## src/rtl/dma_region_guard.sv

```systemverilog
`default_nettype none
// ============================================================================
// Module   : dma_region_guard
// Brief    : Multi-region DMA guard. Each region either forbids DMA while the
//            CPU executes inside it (mode 0, compares pc) or forbids DMA that
//            targets it (mode 1, compares dma_addr). A violation raises the
//            CPU reset request at once and holds it until the CPU has been
//            held for HOLD_CYCLES clean cycles and fetches from the reset
//            handler. Sticky per-region flags and a saturating counter record
//            violations for post-reboot software.
//            Optional macro DMA_GUARD_ADDR_LOG_EN builds first-violation
//            capture registers for dma_addr and pc.
// Revision : 1.0 - initial release
// ============================================================================
module dma_region_guard #(
    parameter int                    NUM_REG       = 2,
    parameter logic [16*NUM_REG-1:0] REG_BASE      = {16'hE000, 16'hA000},
    parameter logic [16*NUM_REG-1:0] REG_LAST      = {16'hEFFE, 16'hA0FE},
    parameter logic [NUM_REG-1:0]    REG_MODE      = 2'b10,
    parameter logic [15:0]           RESET_HANDLER = 16'h0000,
    parameter int                    HOLD_CYCLES   = 4,
    parameter int                    CNT_W         = 8
) (
    input  logic               clk,
    input  logic               puc_rst,
    input  logic [15:0]        pc,
    input  logic [15:0]        dma_addr,
    input  logic               dma_en,
    output logic               reset,
    output logic [NUM_REG-1:0] viol_region,
    output logic [CNT_W-1:0]   viol_cnt,
    output logic [15:0]        viol_addr,
    output logic [15:0]        viol_pc
);

    localparam logic [7:0] C_HOLD = 8'(HOLD_CYCLES);

    typedef enum logic [0:0] {
        ST_RUN  = 1'b0,
        ST_KILL = 1'b1
    } state_t;

    state_t             r_state;
    logic [7:0]         r_hold;
    logic [NUM_REG-1:0] w_hit;
    logic               w_invalid;
    logic               w_enter_kill;

    // Per-region window compare; each region is independent so overlaps are fine
    for (genvar i = 0; i < NUM_REG; i++) begin : g_region
        logic [15:0] w_cmp;
        assign w_cmp    = REG_MODE[i] ? dma_addr : pc;
        assign w_hit[i] = dma_en
                          && (w_cmp >= REG_BASE[16*i +: 16])
                          && (w_cmp <= REG_LAST[16*i +: 16]);
    end

    assign w_invalid    = |w_hit;
    assign w_enter_kill = (r_state == ST_RUN) && w_invalid;

    // Combinational so a violation in RUN cuts the CPU off in the same cycle
    assign reset = (r_state == ST_KILL) || w_invalid;

    // RUN/KILL state machine with the clean-cycle hold countdown
    always_ff @(posedge clk or posedge puc_rst) begin
        if (puc_rst) begin
            r_state <= ST_KILL;
            r_hold  <= C_HOLD;
        end else begin
            case (r_state)
                ST_RUN: begin
                    if (w_invalid) begin
                        r_state <= ST_KILL;
                        r_hold  <= C_HOLD;
                    end
                end
                ST_KILL: begin
                    // Any violation restarts the countdown and blocks release
                    if (w_invalid) begin
                        r_hold <= C_HOLD;
                    end else if (r_hold != 8'd0) begin
                        r_hold <= r_hold - 8'd1;
                    end else if (pc == RESET_HANDLER) begin
                        r_state <= ST_RUN;
                    end
                end
                default: begin
                    r_state <= ST_KILL;
                    r_hold  <= C_HOLD;
                end
            endcase
        end
    end

    // Sticky region flags (set only while running) and saturating violation count
    always_ff @(posedge clk or posedge puc_rst) begin
        if (puc_rst) begin
            viol_region <= '0;
            viol_cnt    <= '0;
        end else begin
            if (r_state == ST_RUN) begin
                viol_region <= viol_region | w_hit;
            end
            if (w_enter_kill && (viol_cnt != '1)) begin
                viol_cnt <= viol_cnt + 1'b1;
            end
        end
    end

`ifdef DMA_GUARD_ADDR_LOG_EN
    logic r_log_valid;

    // Capture the bus state of the first violation since the last puc_rst only
    always_ff @(posedge clk or posedge puc_rst) begin
        if (puc_rst) begin
            r_log_valid <= 1'b0;
            viol_addr   <= 16'h0000;
            viol_pc     <= 16'h0000;
        end else if (w_enter_kill && !r_log_valid) begin
            r_log_valid <= 1'b1;
            viol_addr   <= dma_addr;
            viol_pc     <= pc;
        end
    end
`else
    assign viol_addr = 16'h0000;
    assign viol_pc   = 16'h0000;
`endif

endmodule
`default_nettype wire
```

## config.mk

```make
export PLATFORM = sky130hd
export DESIGN_NAME = dma_region_guard
export DESIGN_NICKNAME = d
export VERILOG_FILES = /design/src/rtl/dma_region_guard.sv
export SDC_FILE = /design/constraint.sdc
export NUM_CORES = 1
export LEC_CHECK = 0
export ABC_CLOCK_PERIOD_IN_PS = 1700
export CORE_MARGIN = 4
export CORE_UTILIZATION = 33
export DETAILED_ROUTE_END_ITERATION = 16
export GPL_TIMING_DRIVEN = 0
export PLACE_DENSITY = 0.82
export SLEW_MARGIN = 20
export SYNTH_ARGS = -nofsm -noshare
export SYNTH_HDL_FRONTEND = slang
export SYNTH_SLANG_ARGS = --single-unit
```

## constraint.sdc

```tcl
create_clock -name clk -period 1.7 [get_ports clk]
set_input_delay 0.17 -clock clk [delete_from_list [all_inputs] [get_ports clk]]
set_output_delay 0.17 -clock clk [all_outputs]
set_load 0.03 [all_outputs]
```

==> run summary, run 1 <==
status: complete, but fails checks
failing checks: negative setup slack
top cells by area, synth: dfrtp_1, buf_4, xnor2_1, nand4_1, dfstp_2
met2 Track Usage GR: 0.263
GR Util met1: 0.132
P&R area growth vs syn: 67.2%
worst setup margin: -74.8 ps
vias in the first global route: 1101
Overall Power: 1980 uW
Avg WL per Cell: 12.0 um
most common library cell in the layout ignoring fill and taps: buf_4
fin crit share: 1.04
Slew headroom: 0.519
FP Rows: 22
CP max FO: 9
Peak VDD IR: 0.708 mV
GRT Util Overall: 0.128
post-route cell area: 0.00210 mm^2
total CTS buffers: 3
Synth area leader: dfrtp_1
Root Buffer: clkbuf_8
DR pass1 iterations: 4
Yosys reg bits: 19
worst hold path type: input port to async pin
Synth Area in Compound Gates: 0.0637
adder-cell share of the synthesized area: 0.0199
Initial DRC Count: 31
worst reg2reg setup slack: -70 ps
worst reg2reg path depth: 8
die area: 0.00486 mm^2
largest family of logic cells by synthesized area: buffers and inverters
residual DRC count: 0
Layout Utilization: 0.574
Worst Skew: 2.41 ps
reg-to-reg endpoint: r_hold[2]$_DFFE_PP1P_
Hold Slack: 331 ps
Fmax: 0.563 GHz
most frequent cells in the layout: buf_4, conb_1, clkdlybuf4s50_1
Crit path arrival time: 1960 ps
Worst Setup Start Kind: register
final HPWL from detailed placement: 2320 um
worst reg2reg startpoint: r_hold[0]$_DFFE_PP0P_
dpl cell area: 0.00190 mm^2
Avg Cell Area, Syn: 9.53 um^2
predominant post-synthesis flop cell: dfrtp_1
met3 Use GR: 0.0261
cell area power density: 944 mW/mm^2
Yosys cell types: 36
Placer Congestion: 0.740
final worst path period need: 1770 ps
required time of the critical path: 1890 ps
Port Buffer Count: 45
Post-Synth XOR/XNOR Area: 0.0905
CTS Buffer Depth: 2
Slew Limit Fails: 0
Die H: 69.7 um
Leak: 0.00105 uW
Synth Instances: 132
Post-Synth Simple-Gate Area: 0.213
largest net degree at the start of global routing: 20
number of top-level pins: 78
average vias per placed instance: 4.30
layout cells sized above 1: 0.298
Sink Count: 19
final hold vios: 0
grt ovf: 0
RSZ-0062 raised after global routing: yes
number of diodes: 0
Filler cells: 333
Starting Density: 0.343
FFs w/ async S/R, synth: 1.00
nets: 263
Critical Path End Type: register
busiest grt layer: met2
critical path class: register to register
yosys warns: 0
CTS tree: built
Least-Margin Pin Slew: 721 ps
Post-Synthesis Cell Area: 0.00126 mm^2
Routed Antenna Nets: 0
Via Count: 1175
first-pass GRT wire length: 5080 um
mux contribution to synthesized area: 0.00896
DRT Wirelength: 3270 um
width of the die: 69.7 um
final setup fails: 7
clock slew at reported path FFs: 70 ps
top cell type's share of synthesized area: 0.338
# Max-Cap Violations: 0
H-tree depth: 1
sequential area share after synthesis: 0.380
EDFF count, synth: 0
Core Box Area: 0.00366 mm^2
initial antenna violation count: 0
clk_lat worst skew: 250 ps
[synthesized netlist by cell type (2+ instances only)]
cell     instances
buf_4           32
dfrtp_1         17
nor2_1          10
nand4_1          9
xnor2_1          8
nand3_1          5
xor2_1           5
and3_1           4
inv_1            4
nand2_1          4
nor3_1           3
nor4_1           3
buf_6            2
dfstp_2          2
ha_1             2
or4_1            2
[power breakdown]
| group | internal, uW | switching [uW] |
|---|---|---|
| combinational | 497 | 470 |
| sequential | 588 | 116 |
| clock | 167 | 145 |
| total | 1250 | 732 |
[registers in the layout, indices dropped and copies added, names as in the netlist]
signal,count
viol_region,2
r_state,1
r_hold,8
viol_cnt,8
[cells by family after synthesis]
family,after synthesis
XOR/XNOR,13
buffers and inverters,38
AND/OR/NAND/NOR,48
AO/OA/AOI/OAI,10
other,1
flip-flops,19
adder cells (fa/ha/maj),2
multiplexers,1
[routing by layer]
| metal | share of wire | vias up | wire length (um) |
|---|---|---|---|
| li1 | - | 583 | - |
| met1 | 0.35 | 545 | 1150 |
| met2 | 0.59 | 41 | 1940 |
| met3 | 0.051 | 6 | 165 |
| met4 | 0.0052 | 0 | 17 |
| met5 | 0 | - | 0 |
[how the worst max path moves through the flow]
stage / start / end / slack [ps] / depth (start not counted)
after floorplan: r_hold[0]$_DFFE_PP0P_ / r_hold[2]$_DFFE_PP1P_ / -9 / 8
after global placement: pc[10] / reset / -900 / 7
after detailed placement: pc[10] / reset / -910 / 7
after CTS: r_hold[6]$_DFFE_PP0P_ / r_hold[2]$_DFFE_PP1P_ / -60 / 6
after global routing: r_hold[0]$_DFFE_PP0P_ / r_hold[7]$_DFFE_PP0P_ / -160 / 8
final: r_hold[0]$_DFFE_PP0P_ / r_hold[2]$_DFFE_PP1P_ / -70 / 8
[layout make-up]
| class | count | area (um^2) | area share |
|---|---|---|---|
| sequential | 19 | 479 | 0.228 |
| multi-input combinational | 106 | 693 | 0.330 |
| clock buffer | 4 | 45.0 | 0.0214 |
| inverter | 4 | 15.0 | 0.00714 |
| timing repair buffer | 59 | 558 | 0.265 |
| buffer | 33 | 251 | 0.120 |
| tap | 48 | 60.1 | 0.0286 |
[through the flow]
stage / instances / TNS (ps) / setup slack [ps]
3_5_place_dp: 256 / -3830 / -912
3_3_place_gp: 256 / -3470 / -896
4_1_cts: 272 / -246 / -58.5
6_report: 273 / -282 / -74.8
5_1_grt: 273 / -1030 / -165
2_1_floorplan: 163 / -8.53 / -8.53
[worst max-delay path, cell delays in order (launching register included)]
cell	delay, ps
dfrtp_1	390
inv_1	60
ha_2	190
or2b_1	260
o31a_1	290
buf_6	150
a21oi_2	110
a31oi_1	50
or2_1	210
[what timing repair did]
action	4_1_cts	5_1_grt
hold buffers	0	0
endpoints found under the setup margin	9	11
pin swaps	9	12
resized for setup	26	8
buffers inserted	12	2
Note: power is estimated with default switching activity, not from simulation.
==> run 2: changes to the inputs <==
--- a/config.mk
+++ b/config.mk
@@ -5,7 +5,6 @@
 export SDC_FILE = /design/constraint.sdc
 export NUM_CORES = 1
 export LEC_CHECK = 0
-export ABC_CLOCK_PERIOD_IN_PS = 1700
 export CORE_MARGIN = 4
 export CORE_UTILIZATION = 33
 export DETAILED_ROUTE_END_ITERATION = 16
==> results of run 2 <==
The final DEF is identical to that of run 1; final timing and power are the same.
